===== config.mk =====
export PLATFORM = sky130hd
export DESIGN_NAME = cp0_regfile_flat
export DESIGN_NICKNAME = d
export VERILOG_FILES = /design/src/rtl/cp0_regfile_if.sv /design/src/rtl/cp0_regfile.sv /design/src/flat_wrapper.sv
export SDC_FILE = /design/constraint.sdc
export NUM_CORES = 1
export LEC_CHECK = 0
export CORE_MARGIN = 4
export CORE_UTILIZATION = 70
export CTS_BUF_LIST = sky130_fd_sc_hd__clkbuf_4 sky130_fd_sc_hd__clkbuf_8
export CTS_CLUSTER_SIZE = 28
export DETAILED_ROUTE_END_ITERATION = 10
export DONT_BUFFER_PORTS = 1
export PLACE_DENSITY = 0.86
export RECOVER_POWER = 25
export SETUP_SLACK_MARGIN = 0.02
export SLEW_MARGIN = 15
export SYNTH_ARGS = -nofsm -noshare
export SYNTH_HDL_FRONTEND = slang
export SYNTH_SLANG_ARGS = --single-unit
export TNS_END_PERCENT = 50

===== constraint.sdc =====
create_clock -name clk -period 3.2 [get_ports clk]
set_input_delay 0.64 -clock clk [delete_from_list [all_inputs] [get_ports clk]]
set_output_delay 0.64 -clock clk [all_outputs]
set_load 0.01 [all_outputs]

===== src/rtl/cp0_regfile_if.sv =====
// Bus between the exception detector / execute stage and the CP0 register file.
// The master side drives commit strobes and mtc0/mfc0 traffic; the slave is cp0_regfile.
interface cp0_regfile_if;
    logic        except;
    logic [31:0] cause_in;
    logic [31:0] state_in;
    logic [31:0] badpc_in;
    logic [31:0] badaddr_in;
    logic [5:0]  hw_int;
    logic        mtc0_we;
    logic [4:0]  wr_addr;
    logic [31:0] wr_data;
    logic [4:0]  rd_addr;
    logic [31:0] rd_data;
    logic        eret;
    logic        int_req;
    logic        exl;
    logic        redirect;
    logic [31:0] redirect_pc;

    modport master (
        output except, cause_in, state_in, badpc_in, badaddr_in, hw_int,
        output mtc0_we, wr_addr, wr_data, rd_addr, eret,
        input  rd_data, int_req, exl, redirect, redirect_pc
    );

    modport slave (
        input  except, cause_in, state_in, badpc_in, badaddr_in, hw_int,
        input  mtc0_we, wr_addr, wr_data, rd_addr, eret,
        output rd_data, int_req, exl, redirect, redirect_pc
    );
endinterface


===== src/rtl/cp0_regfile.sv =====
// CP0 register file: EPC/Cause/Status/BadVAddr, Count/Compare timer, interrupt request, fetch redirect.
// Optional timer guarded by macro CP0_TIMER_EN (undefined: Count/Compare read 0, TI tied low).
module cp0_regfile #(
    parameter logic [31:0] EXC_VECTOR = 32'hBFC0_0380
) (
    input  logic         clk,
    input  logic         rst_n,
    cp0_regfile_if.slave bus
);
    localparam logic [4:0] A_BADVADDR = 5'd8;
    localparam logic [4:0] A_COUNT    = 5'd9;
    localparam logic [4:0] A_COMPARE  = 5'd11;
    localparam logic [4:0] A_STATUS   = 5'd12;
    localparam logic [4:0] A_CAUSE    = 5'd13;
    localparam logic [4:0] A_EPC      = 5'd14;

    logic [31:0] r_status;
    logic [31:0] r_epc;
    logic [31:0] r_badvaddr;
    logic        r_bd;
    logic [4:0]  r_exc;
    logic [5:0]  r_ip_hw;
    logic [1:0]  r_ip_sw;
    logic        r_redirect;
    logic [31:0] r_redirect_pc;

    logic        w_ti;
    logic [31:0] w_count;
    logic [31:0] w_compare;
    logic        w_wr_en;
    logic        w_bad_code;
    logic [31:0] w_cause;
    logic [31:0] w_rd_data;
    logic        w_unused_cause;

    // mtc0 only commits when no exception or eret claims the cycle
    assign w_wr_en    = bus.mtc0_we & ~bus.except & ~bus.eret;
    assign w_bad_code = (bus.cause_in[6:2] == 5'd4) || (bus.cause_in[6:2] == 5'd5);
    assign w_unused_cause = ^{bus.cause_in[30:7], bus.cause_in[1:0]};

    always_ff @(posedge clk) begin
        if (!rst_n) begin
            r_status      <= 32'h0040_0000;
            r_epc         <= '0;
            r_badvaddr    <= '0;
            r_bd          <= 1'b0;
            r_exc         <= '0;
            r_ip_hw       <= '0;
            r_ip_sw       <= '0;
            r_redirect    <= 1'b0;
            r_redirect_pc <= '0;
        end else begin
            r_ip_hw    <= {bus.hw_int[5] | w_ti, bus.hw_int[4:0]};
            r_redirect <= bus.except | bus.eret;
            if (bus.except) begin
                r_status <= bus.state_in;
                r_exc    <= bus.cause_in[6:2];
                // Nested exceptions keep the original EPC and BD
                if (!r_status[1]) begin
                    r_epc <= bus.badpc_in;
                    r_bd  <= bus.cause_in[31];
                end
                if (w_bad_code)
                    r_badvaddr <= bus.badaddr_in;
                r_redirect_pc <= EXC_VECTOR;
            end else if (bus.eret) begin
                r_status[1]   <= 1'b0;
                r_redirect_pc <= r_epc;
            end else if (w_wr_en) begin
                case (bus.wr_addr)
                    A_STATUS: r_status <= {r_status[31:16], bus.wr_data[15:8],
                                           r_status[7:2], bus.wr_data[1:0]};
                    A_CAUSE:  r_ip_sw  <= bus.wr_data[9:8];
                    A_EPC:    r_epc    <= bus.wr_data;
                    default:  ;
                endcase
            end
        end
    end

`ifdef CP0_TIMER_EN
    logic [31:0] r_count;
    logic [31:0] r_compare;
    logic        r_tog;
    logic        r_ti;

    // Count advances on the edges where the toggle is high, i.e. every second cycle
    always_ff @(posedge clk) begin
        if (!rst_n) begin
            r_count   <= '0;
            r_compare <= '0;
            r_tog     <= 1'b0;
            r_ti      <= 1'b0;
        end else begin
            r_tog <= ~r_tog;
            if (w_wr_en && bus.wr_addr == A_COUNT)
                r_count <= bus.wr_data;
            else if (r_tog)
                r_count <= r_count + 32'd1;
            if (w_wr_en && bus.wr_addr == A_COMPARE) begin
                r_compare <= bus.wr_data;
                r_ti      <= 1'b0;
            end else if (r_tog && (r_count == r_compare)) begin
                r_ti <= 1'b1;
            end
        end
    end

    assign w_ti      = r_ti;
    assign w_count   = r_count;
    assign w_compare = r_compare;
`else
    assign w_ti      = 1'b0;
    assign w_count   = '0;
    assign w_compare = '0;
`endif

    assign w_cause = {r_bd, w_ti, 14'b0, r_ip_hw, r_ip_sw, 1'b0, r_exc, 2'b00};

    always_comb begin
        w_rd_data = '0;
        case (bus.rd_addr)
            A_BADVADDR: w_rd_data = r_badvaddr;
            A_COUNT:    w_rd_data = w_count;
            A_COMPARE:  w_rd_data = w_compare;
            A_STATUS:   w_rd_data = r_status;
            A_CAUSE:    w_rd_data = w_cause;
            A_EPC:      w_rd_data = r_epc;
            default:    w_rd_data = '0;
        endcase
    end

    assign bus.rd_data     = w_rd_data;
    assign bus.exl         = r_status[1];
    assign bus.int_req     = r_status[0] & ~r_status[1] &
                             (|({r_ip_hw, r_ip_sw} & r_status[15:8]));
    assign bus.redirect    = r_redirect;
    assign bus.redirect_pc = r_redirect_pc;
endmodule


===== src/flat_wrapper.sv =====
// flat-port wrapper written by rule: the top's interface ports become plain ports
module cp0_regfile_flat 
#(
    parameter logic [31:0] EXC_VECTOR = 32'hBFC0_0380
)
  (clk, rst_n, bus_except, bus_cause_in, bus_state_in, bus_badpc_in, bus_badaddr_in, bus_hw_int, bus_mtc0_we, bus_wr_addr, bus_wr_data, bus_rd_addr, bus_eret, bus_rd_data, bus_int_req, bus_exl, bus_redirect, bus_redirect_pc);
  cp0_regfile_if bus_i ();
  input  logic clk;
  input  logic rst_n;
  input wire logic [$bits(bus_i.except)-1:0] bus_except;
  input wire logic [$bits(bus_i.cause_in)-1:0] bus_cause_in;
  input wire logic [$bits(bus_i.state_in)-1:0] bus_state_in;
  input wire logic [$bits(bus_i.badpc_in)-1:0] bus_badpc_in;
  input wire logic [$bits(bus_i.badaddr_in)-1:0] bus_badaddr_in;
  input wire logic [$bits(bus_i.hw_int)-1:0] bus_hw_int;
  input wire logic [$bits(bus_i.mtc0_we)-1:0] bus_mtc0_we;
  input wire logic [$bits(bus_i.wr_addr)-1:0] bus_wr_addr;
  input wire logic [$bits(bus_i.wr_data)-1:0] bus_wr_data;
  input wire logic [$bits(bus_i.rd_addr)-1:0] bus_rd_addr;
  input wire logic [$bits(bus_i.eret)-1:0] bus_eret;
  output wire logic [$bits(bus_i.rd_data)-1:0] bus_rd_data;
  output wire logic [$bits(bus_i.int_req)-1:0] bus_int_req;
  output wire logic [$bits(bus_i.exl)-1:0] bus_exl;
  output wire logic [$bits(bus_i.redirect)-1:0] bus_redirect;
  output wire logic [$bits(bus_i.redirect_pc)-1:0] bus_redirect_pc;
  assign bus_i.except = bus_except;
  assign bus_i.cause_in = bus_cause_in;
  assign bus_i.state_in = bus_state_in;
  assign bus_i.badpc_in = bus_badpc_in;
  assign bus_i.badaddr_in = bus_badaddr_in;
  assign bus_i.hw_int = bus_hw_int;
  assign bus_i.mtc0_we = bus_mtc0_we;
  assign bus_i.wr_addr = bus_wr_addr;
  assign bus_i.wr_data = bus_wr_data;
  assign bus_i.rd_addr = bus_rd_addr;
  assign bus_i.eret = bus_eret;
  assign bus_rd_data = bus_i.rd_data;
  assign bus_int_req = bus_i.int_req;
  assign bus_exl = bus_i.exl;
  assign bus_redirect = bus_i.redirect;
  assign bus_redirect_pc = bus_i.redirect_pc;
  cp0_regfile #(.EXC_VECTOR(EXC_VECTOR)) u_core (.clk(clk), .rst_n(rst_n), .bus(bus_i));
endmodule

==> results of run 1 <==
==> sequential cells by signal (all words and copies together) (netlist names) <==
register and cells:
u_core.bus.redirect 1, u_core.bus.redirect_pc 32, u_core.r_badvaddr 32, u_core.r_bd 1
u_core.r_epc 32, u_core.r_exc 5, u_core.r_ip_hw 6, u_core.r_ip_sw 2
u_core.r_status 32
==> cells by family after synthesis <==
group,share of synthesized area [%]
flip-flops,42.9
buffers and inverters,5.44
AND/OR/NAND/NOR,19.9
multiplexers,19.5
AO/OA/AOI/OAI,12.2
==> metal layers <==
metal	wire, um	GRT usage, %
met5	0	0
met3	2230	12.3
met1	7310	42.5
met2	9050	53.1
met4	624	13.2
==> final cells by class <==
cell class,count,area [um^2]
fill,660,2220
clock inverter,13,178
sequential,143,2860
multi-input combinational,530,3470
timing repair buffer,11,78.8
inverter,5,18.8
clock buffer,19,249
tap,129,161
==> cell usage after synthesis, types with 7 or more instances <==
cell type,number
clkbuf_1,37
nand2_1,70
buf_2,17
mux2i_1,93
buf_4,7
dfxtp_1,143
nand3_1,94
mux2_2,33
and2_1,8
a221o_1,18
nand4_1,14
and3_1,18
a21oi_1,48
o21ai_0,41
nor2_1,53
==> where the power goes <==
group	internal, W	switching [W]
clock network	0.000807	0.000753
logic	0.000142	0.000159
registers	0.00187	0.0000911
==> worst register-to-register path, delay by kind of cell, from the launching register on <==
kind	cells	cell delay (ns)
buf+inv	1	0.48
simple gates	1	0.15
compound gates	1	0.18
flops	1	0.52
mux	1	0.30
==> stage by stage <==
| stage | cells | setup WS [ns] | area, um^2 |
|---|---|---|---|
| final | 850 | 0.602 | 7020 |
| after CTS | 850 | 0.628 | 7020 |
| after global placement | 818 | 0.647 | 6600 |
| after detailed placement | 818 | 0.626 | 6600 |
| after global routing | 850 | 0.534 | 7020 |
| after floorplan | 747 | 0.911 | 6670 |
==> how the worst max path moves through the flow <==
stage,startpoint,endpoint,depth (start not counted)
floorplan,bus_rd_addr[3],bus_rd_data[0],5
global placement,bus_rd_addr[1],bus_rd_data[17],4
detailed placement,bus_rd_addr[1],bus_rd_data[17],4
CTS,bus_rd_addr[1],bus_rd_data[17],4
global route,bus_rd_addr[1],bus_rd_data[1],4
finish,bus_rd_addr[1],bus_rd_data[17],4
==> results.toml, run 1 <==
[sta]
finalCriticalPeriod_ns = 2.60
finalMaxSlewViolations = 0
hold_viol_final = 0
finClkSkew_ns = 0.0121
fmax_ghz = 0.385
setup_viol = 0
fin_crit_sh_pct = 81.2
holdWs_ns = 0.313
tightest_slew_ns = 1.38
max_slew_margin_pct = 7.65
tns_ns = 0
rsz0062_at_grt = "false"

[drt]
ant_nets = 0
via_per_inst = 6.70
drc_errors = 0
vias = 5697
drtIter0Drc = 582
first_pass_iters = 6
drt-total-wl_um = 19200
wl_per_cell_um = 22.6

[clock_network]
cts_resized = 0
postCtsSetupBuffers = 0
cts_buffers = 17
root_buffer = "clkbuf_8"
cts.sinks = 143
cts_tree = "built"
h-tree-depth = 4
postCtsHoldBufs = 0
worst_skew_pair.late_latency_ns = 0.45
clockBufferDepth = 2
clk_pin_slew_ns = 0.09

[place]
hpwl_um = 13700
gp_congestion = 0.948
port_buffers = 0

[synthesis]
avgSynthCellArea_um2 = 8.93
synthTopCellsByArea = "dfxtp_1 43%, mux2i_1 14%, nand3_1 7.1%, mux2_2 5.6%, nand2_1 3.9%"
yosys.area.top_type = "dfxtp_1"
synth_flop_cell = "dfxtp_1"
async_flop_share_pct = 0
synthCells = 747
synth_edf_count = 0
syn-cell-area_um2 = 6670
yosysWarnings = 0
ys_seq_area_share_pct = 42.9
synth.distinct_cells = 42
synth_nets = 928
netlist.area_leader.share_pct = 42.9
synth-seq-cells = 143

[grt]
grt-ovfl-total = 0
grt_pass1_vias = 5463
track_usage_pct = 33.9
grt_pass1_wl_um = 29500
grt_max_degree = 85
grt_antenna_before_repair = 0

[cells_and_area]
antenna_cells = 0
nNetsFinal = 889
final_cell_mix = "143 x dfxtp_1, 94 x nand3_1, 93 x mux2i_1, 70 x nand2_1, 52 x nor2_1"
layout_commonest_cell = "dfxtp_1"
utilization_pct = 76.0
area_growth_pct = 5.20
drive_gt1_share_pct = 11.2

[critical_path]
path_class = "input pin to output port"
crit_chain = "nor2b_1, buf_4, and2_1, a221o_1"
r2r_setup_slack_ns = 1.50
reg2reg_to = "u_core.r_epc[31]$_SDFFE_PN0P_"
slowest_delay_ns = 0.63
path_delay_family = "simple AND/OR/NAND/NOR gates"
crit_buf_inv = 1
slowest_stage = "and2_1"
critPathArrivalTime_ns = 1.96
r2r-start = "u_core.r_status[1]$_SDFFE_PN0P_"
cp-start-kind = "input pin"
cp.required_ns = 2.56
rr_worst_depth = 4
end_kind = "output port"
crit_fanout = 18

[floorplanning]
pin_count = 248
design.core.area_um2 = 9240
initial_core_util_pct = 72.2
die_y_um = 106
die_x_um = 106
num_rows = 35
die-area_um2 = 11200

[power]
leakage_nw = 2.80
power.density_nw_per_um2 = 544
power_w = 0.00382
max-vdd-ir-drop_mv = 0.264

[job]
maxCapViolCount = 0

[min_path]
hp-start = "bus_hw_int[2]"
hold_end = "u_core.r_ip_hw[2]$_SDFF_PN0_"
holdPathStages = 1
hold_class = "input pin to register"

[outcome]
status = "finished clean"
Note: power is estimated with default switching activity, not from simulation.
==> run 2: changes to the inputs <==
--- a/config.mk
+++ b/config.mk
@@ -6,12 +6,12 @@
 export NUM_CORES = 1
 export LEC_CHECK = 0
 export CORE_MARGIN = 4
-export CORE_UTILIZATION = 70
+export CORE_UTILIZATION = 60
 export CTS_BUF_LIST = sky130_fd_sc_hd__clkbuf_4 sky130_fd_sc_hd__clkbuf_8
 export CTS_CLUSTER_SIZE = 28
 export DETAILED_ROUTE_END_ITERATION = 10
 export DONT_BUFFER_PORTS = 1
-export PLACE_DENSITY = 0.86
+export PLACE_DENSITY = 0.79
 export RECOVER_POWER = 25
 export SETUP_SLACK_MARGIN = 0.02
 export SLEW_MARGIN = 15
==> constraint.sdc (replaced) <==
create_clock -name clk -period 2.1 [get_ports clk]
set_input_delay 0.42 -clock clk [delete_from_list [all_inputs] [get_ports clk]]
set_output_delay 0.42 -clock clk [all_outputs]
set_load 0.01 [all_outputs]
==> run 2 against run 1 <==
Critical path depth fell by 1; critical endpoint is now bus_int_req; global-route usage fell by 5.4 points; die area rose by 15%; core utilization fell by 11 points; final cell count rose by 1.6%.
==> results.toml, run 2 (synthesis results as in run 1) <==
[floorplanning]
design.core.area_um2 = 10800
die_x_um = 113
die-area_um2 = 12900
num_rows = 38
initial_core_util_pct = 61.5
die_y_um = 113
pin_count = 248

[place]
hpwl_um = 13600
gp_congestion = 0.920
port_buffers = 0

[clock_network]
clk_pin_slew_ns = 0.07
postCtsHoldBufs = 0
h-tree-depth = 4
worst_skew_pair.late_latency_ns = 0.44
cts_tree = "built"
cts_buffers = 17
clockBufferDepth = 2
postCtsSetupBuffers = 0
cts.sinks = 143
root_buffer = "clkbuf_8"
cts_resized = 0

[grt]
use_met1_pct = 36.5
grt_pass1_wl_um = 28500
gr-max-usage-layer = "met2"
grt-ovfl-total = 0
track_usage_pct = 28.4
use_met3_pct = 9.50
grt_pass1_vias = 5216
grt_max_degree = 85
grt_antenna_before_repair = 0
gr-usage-met2_pct = 44.7

[outcome]
status = "finished clean"

[sta]
finalCriticalPeriod_ns = 2.01
rsz0062_at_grt = "false"
fmax_ghz = 0.499
max_slew_margin_pct = 16.6
hold_viol_final = 0
setup_viol = 0
finClkSkew_ns = 0.0112
fin_crit_sh_pct = 95.5
tightest_slew_ns = 1.25
tns_ns = 0
finalMaxSlewViolations = 0

[cells_and_area]
antenna_cells = 0
fill_cells = 913
layout_commonest_cell = "dfxtp_1"
multi_input_area_um2 = 3470
drive_gt1_share_pct = 11.7
area_growth_pct = 5.76
nNetsFinal = 893
final_cell_mix = "143 x dfxtp_1, 94 x nand3_1, 93 x mux2i_1, 70 x nand2_1, 52 x nor2_1"
utilization_pct = 65.1
regArea_um2 = 2860

[power]
max-vdd-ir-drop_mv = 0.618
leakage_nw = 2.82
p_int_w = 0.00419
combPwrFrac_pct = 8.4
p_sw_w = 0.00138
swShare_pct = 24.7
clockPowerShare_pct = 38.1
power.density_nw_per_um2 = 789
power_frac_seq_pct = 53.5

[critical_path]
critPathArrivalTime_ns = 1.59
path_class = "register to output port"
crit_fanout = 3
r2r-start = "u_core.r_status[1]$_SDFFE_PN0P_"
reg2reg_to = "u_core.r_epc[25]$_SDFFE_PN0P_"
slowest_delay_ns = 0.55
slowest_stage = "a311oi_1"
end_kind = "output port"
crit_chain = "a22o_1, a221oi_1, a311oi_1"
cp.required_ns = 1.68
cp-start-kind = "register"
r2r_setup_slack_ns = 0.59
rr_worst_depth = 4

[drt]
via_per_inst = 6.49
wl_per_cell_um = 21.9
drtIter0Drc = 502
drt-total-wl_um = 18900
ant_nets = 0
vias = 5604
first_pass_iters = 5
drc_errors = 0

[min_path]
hold_class = "input pin to register"
hp-start = "bus_hw_int[5]"
hold_end = "u_core.r_ip_hw[5]$_SDFF_PN0_"
holdPathStages = 1

[job]
maxCapViolCount = 0
## run 2: changes by cell type in the layout (fill, tap and decap cells not counted), sizes merged
cell,previous run,this run
buf,10,14
bufinv,3,1
clkbuf,20,27
clkinv,3,2
inv,10,5
## run 2: power groups by stage
stage | combinational, W | clock [W] | sequential [W]
detailed placement | 0.000468 | 0 | 0.00303
global route | 0.000518 | 0.00225 | 0.00299
finish | 0.000469 | 0.00212 | 0.00298
floorplan | 0.000457 | 0 | 0.00298
CTS | 0.000471 | 0.00213 | 0.00297
global placement | 0.000452 | 0 | 0.00303
## run 2: routing by layer
layer | vias to the layer above | routed length (um)
li1 | 2610 | -
met1 | 2632 | 7550
met2 | 323 | 8790
met3 | 39 | 2100
met4 | 0 | 501
met5 | - | 0
## run 2: how the worst max path moves through the flow
stage | start | slack (ns) | to
4_1_cts | u_core.r_status[15]$_SDFFE_PN0P_ | 0.06 | bus_int_req
5_1_grt | u_core.r_status[15]$_SDFFE_PN0P_ | 0.04 | bus_int_req
2_1_floorplan | bus_rd_addr[3] | 0.25 | bus_rd_data[0]
3_3_place_gp | bus_rd_addr[3] | 0.22 | bus_rd_data[30]
6_report | u_core.r_status[15]$_SDFFE_PN0P_ | 0.09 | bus_int_req
3_5_place_dp | bus_rd_addr[3] | 0.20 | bus_rd_data[30]
## run 2: through the flow
| stage | power [W] | instance area [um^2] | instances | hold slack [ns] | worst slack, ns |
|---|---|---|---|---|---|
| after detailed placement | 0.00350 | 6690 | 833 | 0.463 | 0.196 |
| final | 0.00557 | 7060 | 864 | 0.113 | 0.0943 |
| after CTS | 0.00558 | 7070 | 864 | 0.0440 | 0.0624 |
| after global placement | 0.00348 | 6690 | 833 | 0.455 | 0.215 |
| after global routing | 0.00576 | 7060 | 864 | 0.0875 | 0.0388 |
| after floorplan | 0.00344 | 6670 | 747 | 0.442 | 0.251 |
## run 2: layout make-up
| type | count | share of cell area [%] |
|---|---|---|
| Multi-Input combinational cell | 530 | 49.2 |
| Sequential cell | 143 | 40.6 |
| Clock buffer | 26 | 4.63 |
| Tap cell | 140 | 2.48 |
| Timing Repair Buffer | 15 | 2.09 |
| Clock inverter | 5 | 0.780 |
| Inverter | 5 | 0.266 |
## run 2: worst max-delay path: cells and delay by family, from the launching register on
| kind | cells | cell delay, ns |
|---|---|---|
| DFF | 1 | 0.39 |
| AOI/OAI and AO/OA | 3 | 0.76 |
